===== config.mk =====
export PLATFORM = sky130hd
export DESIGN_NAME = clock_set_ctrl
export DESIGN_NICKNAME = d
export VERILOG_FILES = /design/src/rtl/clock_set_ctrl.sv
export SDC_FILE = /design/constraint.sdc
export NUM_CORES = 1
export LEC_CHECK = 0
export ABC_AREA = 1
export BUFFER_PORTS_ARGS = -buffer_cell sky130_fd_sc_hd__buf_2
export CORE_ASPECT_RATIO = 1.2
export CORE_UTILIZATION = 50
export CTS_CLUSTER_DIAMETER = 60
export CTS_CLUSTER_SIZE = 14
export DETAILED_ROUTE_END_ITERATION = 10
export PLACE_DENSITY_LB_ADDON = 0.25
export SYNTH_ARGS = -nofsm -noshare
export SYNTH_HDL_FRONTEND = slang
export SYNTH_SLANG_ARGS = --single-unit

===== constraint.sdc =====
create_clock -name clk -period 1.6 [get_ports clk]
set_input_delay 0.16 -clock clk [delete_from_list [all_inputs] [get_ports clk]]
set_output_delay 0.16 -clock clk [all_outputs]
set_load 0.03 [all_outputs]

===== src/rtl/clock_set_ctrl.sv =====
// clock_set_ctrl: time-setting controller for the hh:mm:ss timekeeper.
// Walks RUN -> SET_HR -> SET_MIN -> COMMIT on debounced button rises. While
// editing it blocks the 1 Hz advance. On commit it issues one load strobe
// carrying the edited hours and minutes.
// Optional feature macro: CLOCK_SET_AUTOREPEAT_EN (hold-to-repeat on inc/dec).
module clock_set_ctrl #(
    parameter int TIMEOUT_TICKS = 10,
    parameter int HOLD_CYC      = 50_000_000,
    parameter int REPEAT_CYC    = 10_000_000
) (
    input  logic       clk,
    input  logic       reset,
    input  logic       tick_1hz,
    input  logic       btn_mode,
    input  logic       btn_inc,
    input  logic       btn_dec,
    input  logic [4:0] cur_hr,
    input  logic [5:0] cur_min,
    output logic       tick_en,
    output logic       load,
    output logic [4:0] load_hr,
    output logic [5:0] load_min,
    output logic [1:0] mode,
    output logic       blink
);

    typedef enum logic [1:0] {
        RUN     = 2'd0,
        SET_HR  = 2'd1,
        SET_MIN = 2'd2,
        COMMIT  = 2'd3
    } state_t;

    // Reject parameter values the counters cannot represent.
    generate
        if (TIMEOUT_TICKS < 1 || TIMEOUT_TICKS > 63 || HOLD_CYC < 1 || REPEAT_CYC < 1) begin : g_bad_param
            $error("clock_set_ctrl: parameter out of range");
        end
    endgenerate

    state_t     state, next_state;
    logic       prev_mode, prev_inc, prev_dec;
    logic       rise_mode, rise_inc, rise_dec;
    logic       rep_inc, rep_dec;
    logic       inc_ev, dec_ev, any_event;
    logic       in_set, timeout_hit;
    logic [4:0] edit_hr;
    logic [5:0] edit_min;
    logic [5:0] idle_cnt;
    logic       blink_q;

    // Step helpers: wrap at the field limit and pull stray values back in range.
    function automatic logic [5:0] wrap_inc(input logic [5:0] val, input logic [5:0] max);
        return (val >= max) ? 6'd0 : val + 6'd1;
    endfunction

    function automatic logic [5:0] wrap_dec(input logic [5:0] val, input logic [5:0] max);
        return (val == 6'd0 || val > max) ? max : val - 6'd1;
    endfunction

    assign rise_mode = btn_mode & ~prev_mode;
    assign rise_inc  = btn_inc  & ~prev_inc;
    assign rise_dec  = btn_dec  & ~prev_dec;
    assign in_set    = (state == SET_HR) || (state == SET_MIN);

    // Button history for edge detection; resets high so a held button is not an edge.
    // NOTE: sequential state uses non-blocking assignments so all registers
    // sample pre-edge values regardless of process ordering.
    always_ff @(posedge clk or negedge reset) begin
        if (!reset) begin
            prev_mode <= 1'b1;
            prev_inc  <= 1'b1;
            prev_dec  <= 1'b1;
        end else begin
            prev_mode <= btn_mode;
            prev_inc  <= btn_inc;
            prev_dec  <= btn_dec;
        end
    end

`ifdef CLOCK_SET_AUTOREPEAT_EN
    localparam int MAX_CYC = (HOLD_CYC > REPEAT_CYC) ? HOLD_CYC : REPEAT_CYC;
    localparam int CW      = $clog2(MAX_CYC + 1);

    logic [CW-1:0] hold_cnt;
    logic          repeating;
    logic          hold_ok, rep_fire;
    int            hold_limit;

    // Exactly one step button held in a SET state, not overridden by mode.
    assign hold_ok    = in_set && (btn_inc ^ btn_dec) && !rise_mode;
    assign hold_limit = repeating ? REPEAT_CYC : HOLD_CYC;
    assign rep_fire   = hold_ok && !(rise_inc || rise_dec) && (hold_cnt != '0)
                        && (int'(hold_cnt) >= hold_limit);
    assign rep_inc    = rep_fire & btn_inc;
    assign rep_dec    = rep_fire & btn_dec;

    // Hold timer: first step after HOLD_CYC, then one every REPEAT_CYC.
    always_ff @(posedge clk or negedge reset) begin
        if (!reset) begin
            hold_cnt  <= '0;
            repeating <= 1'b0;
        end else if (!hold_ok) begin
            hold_cnt  <= '0;
            repeating <= 1'b0;
        end else if (rise_inc || rise_dec) begin
            hold_cnt  <= CW'(1);
            repeating <= 1'b0;
        end else if (rep_fire) begin
            hold_cnt  <= CW'(1);
            repeating <= 1'b1;
        end else if (hold_cnt != '0) begin
            hold_cnt  <= hold_cnt + CW'(1);
        end
    end
`else
    assign rep_inc = 1'b0;
    assign rep_dec = 1'b0;
`endif

    assign inc_ev    = rise_inc | rep_inc;
    assign dec_ev    = rise_dec | rep_dec;
    assign any_event = rise_mode | inc_ev | dec_ev;
    assign timeout_hit = in_set && tick_1hz && !any_event
                         && (({1'b0, idle_cnt} + 7'd1) >= 7'(TIMEOUT_TICKS));

    // State register.
    always_ff @(posedge clk or negedge reset) begin
        if (!reset) state <= RUN;
        else        state <= next_state;
    end

    // Next-state logic: mode rise advances, idle timeout abandons the edit.
    // NOTE: next_state gets a default first so no path through the case
    // leaves it unassigned and infers a latch.
    always_comb begin
        next_state = state;
        unique case (state)
            RUN:     if (rise_mode) next_state = SET_HR;
            SET_HR:  if (rise_mode) next_state = SET_MIN;
                     else if (timeout_hit) next_state = RUN;
            SET_MIN: if (rise_mode) next_state = COMMIT;
                     else if (timeout_hit) next_state = RUN;
            COMMIT:  next_state = RUN;
            default: next_state = RUN;
        endcase
    end

    // Outputs decoded from the current state; COMMIT reports as RUN.
    always_comb begin
        mode    = (state == COMMIT) ? 2'd0 : 2'(state);
        load    = (state == COMMIT);
        tick_en = tick_1hz && (state == RUN);
        blink   = blink_q;
    end

    // Edit registers: captured from live time on entry, stepped by inc/dec.
    always_ff @(posedge clk or negedge reset) begin
        if (!reset) begin
            edit_hr  <= 5'd0;
            edit_min <= 6'd0;
        end else if (state == RUN && rise_mode) begin
            edit_hr  <= (cur_hr  > 5'd23) ? 5'd0 : cur_hr;
            edit_min <= (cur_min > 6'd59) ? 6'd0 : cur_min;
        end else if (!rise_mode && (inc_ev ^ dec_ev)) begin
            if (state == SET_HR)
                edit_hr  <= inc_ev ? 5'(wrap_inc({1'b0, edit_hr}, 6'd23))
                                   : 5'(wrap_dec({1'b0, edit_hr}, 6'd23));
            else if (state == SET_MIN)
                edit_min <= inc_ev ? wrap_inc(edit_min, 6'd59)
                                   : wrap_dec(edit_min, 6'd59);
        end
    end

    // Load value is latched on the way into COMMIT and held afterwards.
    always_ff @(posedge clk or negedge reset) begin
        if (!reset) begin
            load_hr  <= 5'd0;
            load_min <= 6'd0;
        end else if (state == SET_MIN && next_state == COMMIT) begin
            load_hr  <= edit_hr;
            load_min <= edit_min;
        end
    end

    // Idle counter: ticks while editing, cleared by any button activity.
    always_ff @(posedge clk or negedge reset) begin
        if (!reset)
            idle_cnt <= 6'd0;
        else if (any_event || !in_set)
            idle_cnt <= 6'd0;
        else if (tick_1hz && idle_cnt != 6'd63)
            idle_cnt <= idle_cnt + 6'd1;
    end

    // Blink: cleared outside SET states and on entry, toggles on each tick while editing.
    always_ff @(posedge clk or negedge reset) begin
        if (!reset)
            blink_q <= 1'b0;
        else if (next_state != state || !in_set)
            blink_q <= 1'b0;
        else if (tick_1hz)
            blink_q <= ~blink_q;
    end

endmodule


==> reports/metrics.cfg, run 1 <==
[status]
status=complete, but fails checks
violations=negative setup slack

[clocking]
root_buffer=clkbuf_8
clk_latency_ps=300
cts_tree=built
cts.reportedPaths.clkPinSlew_ps=80
cts_buffers=5
clock_path_buffers=2
htree_levels=2
cts_sinks=34

[routing]
viasPerCell=5.67
wirelength_um=8040
drt_first_pass_iters=5
dr_total_vias=2686
drc_errors=0
ant_nets=0
drt_iter0_drc=203
wl_per_cell_um=17.0

[yosys]
synthDistinctLibCells=30
avgSynthCellArea_um2=7.29
synth-seq-area-share_pct=37.7
syn_area_um2=2270
synthesis.nets=339
synth_cells=311
ys_warn_count=0
ys_seq_elements=34

[global_routing]
grt_pass1_vias=2283
antenna_found_initial=0
grt_pass1_wl_um=10800
grt.overflow.total=0
grt_usage_pct=29.6
grt_max_degree=35

[die]
initial_core_util_pct=52.8
die_h_um=75.7
rows=26
io_pins=33
core_um2=4290
die-area_um2=4810
die_x_um=63.5

[timing]
tightest_slew_ps=459
clock_skew_ps=3.27
final_hold_viol_count=0
setup_viol=24
fin_crit_ps=2050
setup_slack_ps=-449
rsz0062_at_grt=yes
slew_viol_final=0
fin_crit_sh_pct=128
slew_headroom_pct=69.4
fmax_mhz=488

[pwr]
finalPower_mw=6.20
ir_drop_v=0.00101
power_density_nw_per_um2=1740
p_leak_nw=1.74

[critical_path]
rr_startpoint=idle_cnt[1]
r2r_cells=14
cp_max_fo=11
slowest_stage=dfrtp_2
cpPeakStageDelay_ps=430
worstSetupPathType=reg -> reg
critPathLaunchType=register
r2r-end=load_min[4]
cp.required_ps=1840
r2r_setup_slack_ps=-450
cp.arrival_ps=2290
end_kind=register
cp_common_cell=nand2_1
worstPathCellList=ha_4 -> nand3_2 -> nand2_1 -> nand2_1 -> nor2_1 -> nand3_2 -> nand2_2 -> nand2_1 -> nand2_1 -> nand2_2 -> a21oi_4 -> buf_6 -> nand3_1 -> nand2_1
crit_path_end=load_min[4]
crit_path_start=idle_cnt[1]

[layout]
fin_nets=445
diodes=0
fill_cells=258
area_growth_pct=57.0
drive_above_1_share_pct=49.3

[placed_design]
port_buffers=32
hpwlAfterDp_um=4220
place_ws_ps=-336
gp_congestion=0.963

[worst_hold_path]
hp-class=in -> reg

[run]
max-cap-violations=0

[sequential cells by signal, indices dropped and copies added, names as in the netlist, 2 cells and up]
register and count:
load_min 6, edit_min 6, state 2, idle_cnt 6
edit_hr 5, load_hr 5
[power breakdown]
part	internal [mW]	total (mW)	switching [mW]
sequential	1.12	1.40	0.279
combinational	1.68	3.97	2.28
clock	0.464	0.828	0.364
[logic make-up after synthesis]
family	count (synthesis)	synth area share [%]
buf+inv	53	10.3
compound gates	56	14.6
flops	34	37.7
xor+xnor	9	3.48
fa+ha+maj	11	6.07
simple gates	148	27.8
[Yosys cell counts (all sizes together)]
library cell / count / share of area [%]
nand2: 79 / 13
inv: 45 / 7.5
dfrtp: 31 / 34
nand3: 29 / 6.4
nor2: 26 / 4.4
o21ai: 25 / 5.7
a21oi: 17 / 4.7
ha: 11 / 6.1
xor2: 8 / 3.1
buf: 7 / 2.7
nor3: 6 / 1.3
a31oi: 5 / 1.4
o211ai: 4 / 1.3
dfstp: 3 / 3.5
nand4: 3 / 0.83
o22ai: 3 / 0.83
or2: 3 / 0.83
clkbuf: 1 / 0.17
nand3b: 1 / 0.33
nor4: 1 / 0.28
o21bai: 1 / 0.33
o31ai: 1 / 0.33
xnor2: 1 / 0.39
[cell usage in the layout, fill, tap and decap left out, types with 8 or more instances in the layout]
master   instances
buf_2           32
buf_4           54
a21oi_1          9
inv_1           27
nand3_1         16
nand2_2         15
o21ai_0         12
dfrtp_1         27
nor2_1          17
xor2_1           8
nand2_1         61
inv_2           17
nand3_2         12
o21ai_1          8
buf_6           15
[worst max-delay path, delay by kind of cell, from the launching register on]
family | cells | cell delay, ps
AO/OA/AOI/OAI | 1 | 220
flip-flops | 1 | 430
AND/OR/NAND/NOR | 11 | 960
buffers and inverters | 1 | 200
adder cells (fa/ha/maj) | 1 | 180
[final cells by class]
class | count | area (um^2) | area share (%)
tap | 56 | 70.1 | 1.97
sequential | 34 | 860 | 24.2
multi-input combinational | 226 | 1570 | 44.1
timing repair buffer | 105 | 774 | 21.8
clock buffer | 5 | 68.8 | 1.93
inverter | 45 | 171 | 4.82
clock inverter | 3 | 45.0 | 1.27
[worst min-delay path by stage]
stage / from / endpoint / depth (start not counted)
CTS: cur_hr[0] / edit_hr[0] / 3
global route: cur_hr[1] / edit_hr[1] / 3
detailed placement: reset / idle_cnt[4] / 2
floorplan: reset / blink / 0
global placement: reset / blink / 2
finish: cur_hr[1] / edit_hr[1] / 3
[metal layers]
metal	track usage [%]	vias to the layer above	share of wire (%)
met2	56.3	138	52
met4	10.9	0	4.0
met1	33.9	1290	38
met5	0	-	0
li1	-	1224	-
met3	4.34	34	6.2
[timing repair]
item	CTS	global route
hold buffers	4	0
pin swaps	17	40
setup buffers	14	10
resized for setup	49	80
endpoints found under the setup margin	24	29
hold endpoints to repair	34	0
gates cloned	2	2
[metrics by stage]
step | util [%] | hold WS [ps] | TNS (ps) | cell area [um^2] | instances
4_1_cts | 75.1 | 107 | -4490 | 3230 | 465
3_3_place_gp | 65.2 | 216 | -3600 | 2800 | 437
5_1_grt | 82.8 | 115 | -9200 | 3560 | 474
3_5_place_dp | 65.2 | 222 | -4560 | 2800 | 437
6_report | 82.8 | 107 | -6010 | 3560 | 474
2_1_floorplan | - | -136 | -1940 | 2290 | 311
No activity file was read; power rests on OpenSTA's default activity.
==> run 2, diff against run 1 <==
- ABC_CLOCK_PERIOD_IN_PS: unset -> 1600
- CTS_CLUSTER_SIZE: 14 -> unset
- PLACE_DENSITY: unset -> 0.79
- PLACE_DENSITY_LB_ADDON: 0.25 -> unset
==> reports/metrics.cfg, run 2 (synthesized netlist as in run 1, its figures left out) <==
[routing]
drt_iter0_drc=253
routedLengthMet1_um=2820
top_layer=met4
ant_nets=0
routed-wl-met2_um=4020
drt_first_pass_iters=5
wl_met3_um=569
viasPerCell=5.78
drc_errors=0
dr_total_vias=2703
wl_per_cell_um=16.8
wirelength_um=7850

[placed_design]
gp_congestion=0.891
place_area_um2=2780
hpwlAfterDp_um=4100
port_buffers=32
place_ws_ps=-291
placed_cells=435

[clocking]
cts_buffers=5
root_buffer=clkbuf_8
cts_sinks=34
clock_path_buffers=2
clk_latency_ps=300
cts.reportedPaths.clkPinSlew_ps=80
cts_tree=built
htree_levels=2

[timing]
final_hold_viol_count=0
fmax_mhz=497
tns_ps=-6300
slew_headroom_pct=70.9
slew_viol_final=0
fin_crit_sh_pct=126
setup_slack_ps=-412
clock_skew_ps=10.4
holdWs_ps=122
setup_viol=26
fin_crit_ps=2010
tightest_slew_ps=436
rsz0062_at_grt=yes

[die]
die_x_um=63.5
core_um2=4290
rows=26
io_pins=33
die-area_um2=4810
die_h_um=75.7
initial_core_util_pct=52.8

[layout]
fill_cells=262
top_regs=edit_min: 6 flops, idle_cnt: 6 flops, load_min: 6 flops
fin_cells=468
drive_above_1_share_pct=44.4
fin_nets=439
area_growth_pct=50.9
final_util_pct=79.6
final_area_um2=3420
diodes=0
final_common_cell=nand2_1
mostFrequentLayoutCells=66 x nand2_1, 52 x buf_4, 32 x buf_2

[pwr]
power_density_nw_per_um2=1810
finalPower_mw=6.17
p_leak_nw=1.71
ir_drop_v=0.00104

[global_routing]
grt_pass1_wl_um=9580
antenna_found_initial=0
grt_pass1_vias=2197
grt_usage_pct=25.7
grt.overflow.total=0
grt_max_degree=35

[critical_path]
cp.arrival_ps=2240
worstSetupPathType=reg -> reg
cp.required_ps=1830
end_kind=register
crit_path_start=idle_cnt[1]
critPathLaunchType=register
rr_startpoint=idle_cnt[1]
cp_max_fo=11

[worst_hold_path]
hp-class=in -> reg
hold_path.startpoint=cur_hr[0]

[run]
max-cap-violations=0

[status]
status=complete, but fails checks
violations=negative setup slack

[run 2: cell types whose count changed in the layout (fill, tap and decap cells not counted), moves of 3 or more]
cell     delta
inv_1       -4
inv_2       +4
nand3_1    +11
nand2_2     -4
nand3_2    -11
buf_6       -3
nand2_1     +5
[run 2: cell type report]
class / count / area [um^2] / area share [%]
repair buffers: 100 / 726 / 21.2
flip-flops and latches: 34 / 858 / 25.1
multi-input cells: 225 / 1460 / 42.6
clock inverters: 3 / 68.8 / 2.01
clock buffers: 5 / 68.8 / 2.01
well taps: 56 / 70.1 / 2.05
inverters: 45 / 171 / 5.01
[run 2: power breakdown]
group / total, mW / switching, mW / internal, mW
clock network: 0.966 / 0.342 / 0.624
registers: 1.40 / 0.275 / 1.12
logic: 3.81 / 2.18 / 1.63
[run 2: routing by layer]
layer,track usage (%),up-vias
met5,0,-
met4,11.4,0
met3,4.79,61
met2,46.5,165
met1,29.9,1267
li1,-,1210
[run 2: final timing paths]
| kind | cells after the start | endpoint | slack, ps |
|---|---|---|---|
| worst max-delay path | 14 | load_min[2] | -410 |
| worst min-delay path | 3 | edit_hr[0] | 120 |
| max in group asynchronous | 3 | prev_dec | 830 |
| worst max register to register | 14 | load_min[2] | -410 |
| min in group asynchronous | 3 | idle_cnt[5] | 420 |
| worst min register to register | 2 | load_min[1] | 480 |
[run 2: worst max-delay path, cell delays in order (launching register included)]
cell      delay (ps)
dfrtp_2          450
buf_6            130
buf_4            120
nand3_1          100
o21bai_1          90
nand2_1          110
nand3_1           80
nand2_1           80
nand2_1           90
nand2_1           90
nand2_2           90
a21oi_4          190
buf_6            170
nand3_1           90
nand2_1           80
[run 2: timing repair]
action / in CTS / in global routing
pin swaps: 6 / 29
setup buffers: 6 / 14
gates resized for setup: 15 / 87
endpoints found under the setup margin: 28 / 30
cloned: 1 / 1
endpoints found under the hold margin: 34 / 0
hold buffers: 4 / 0
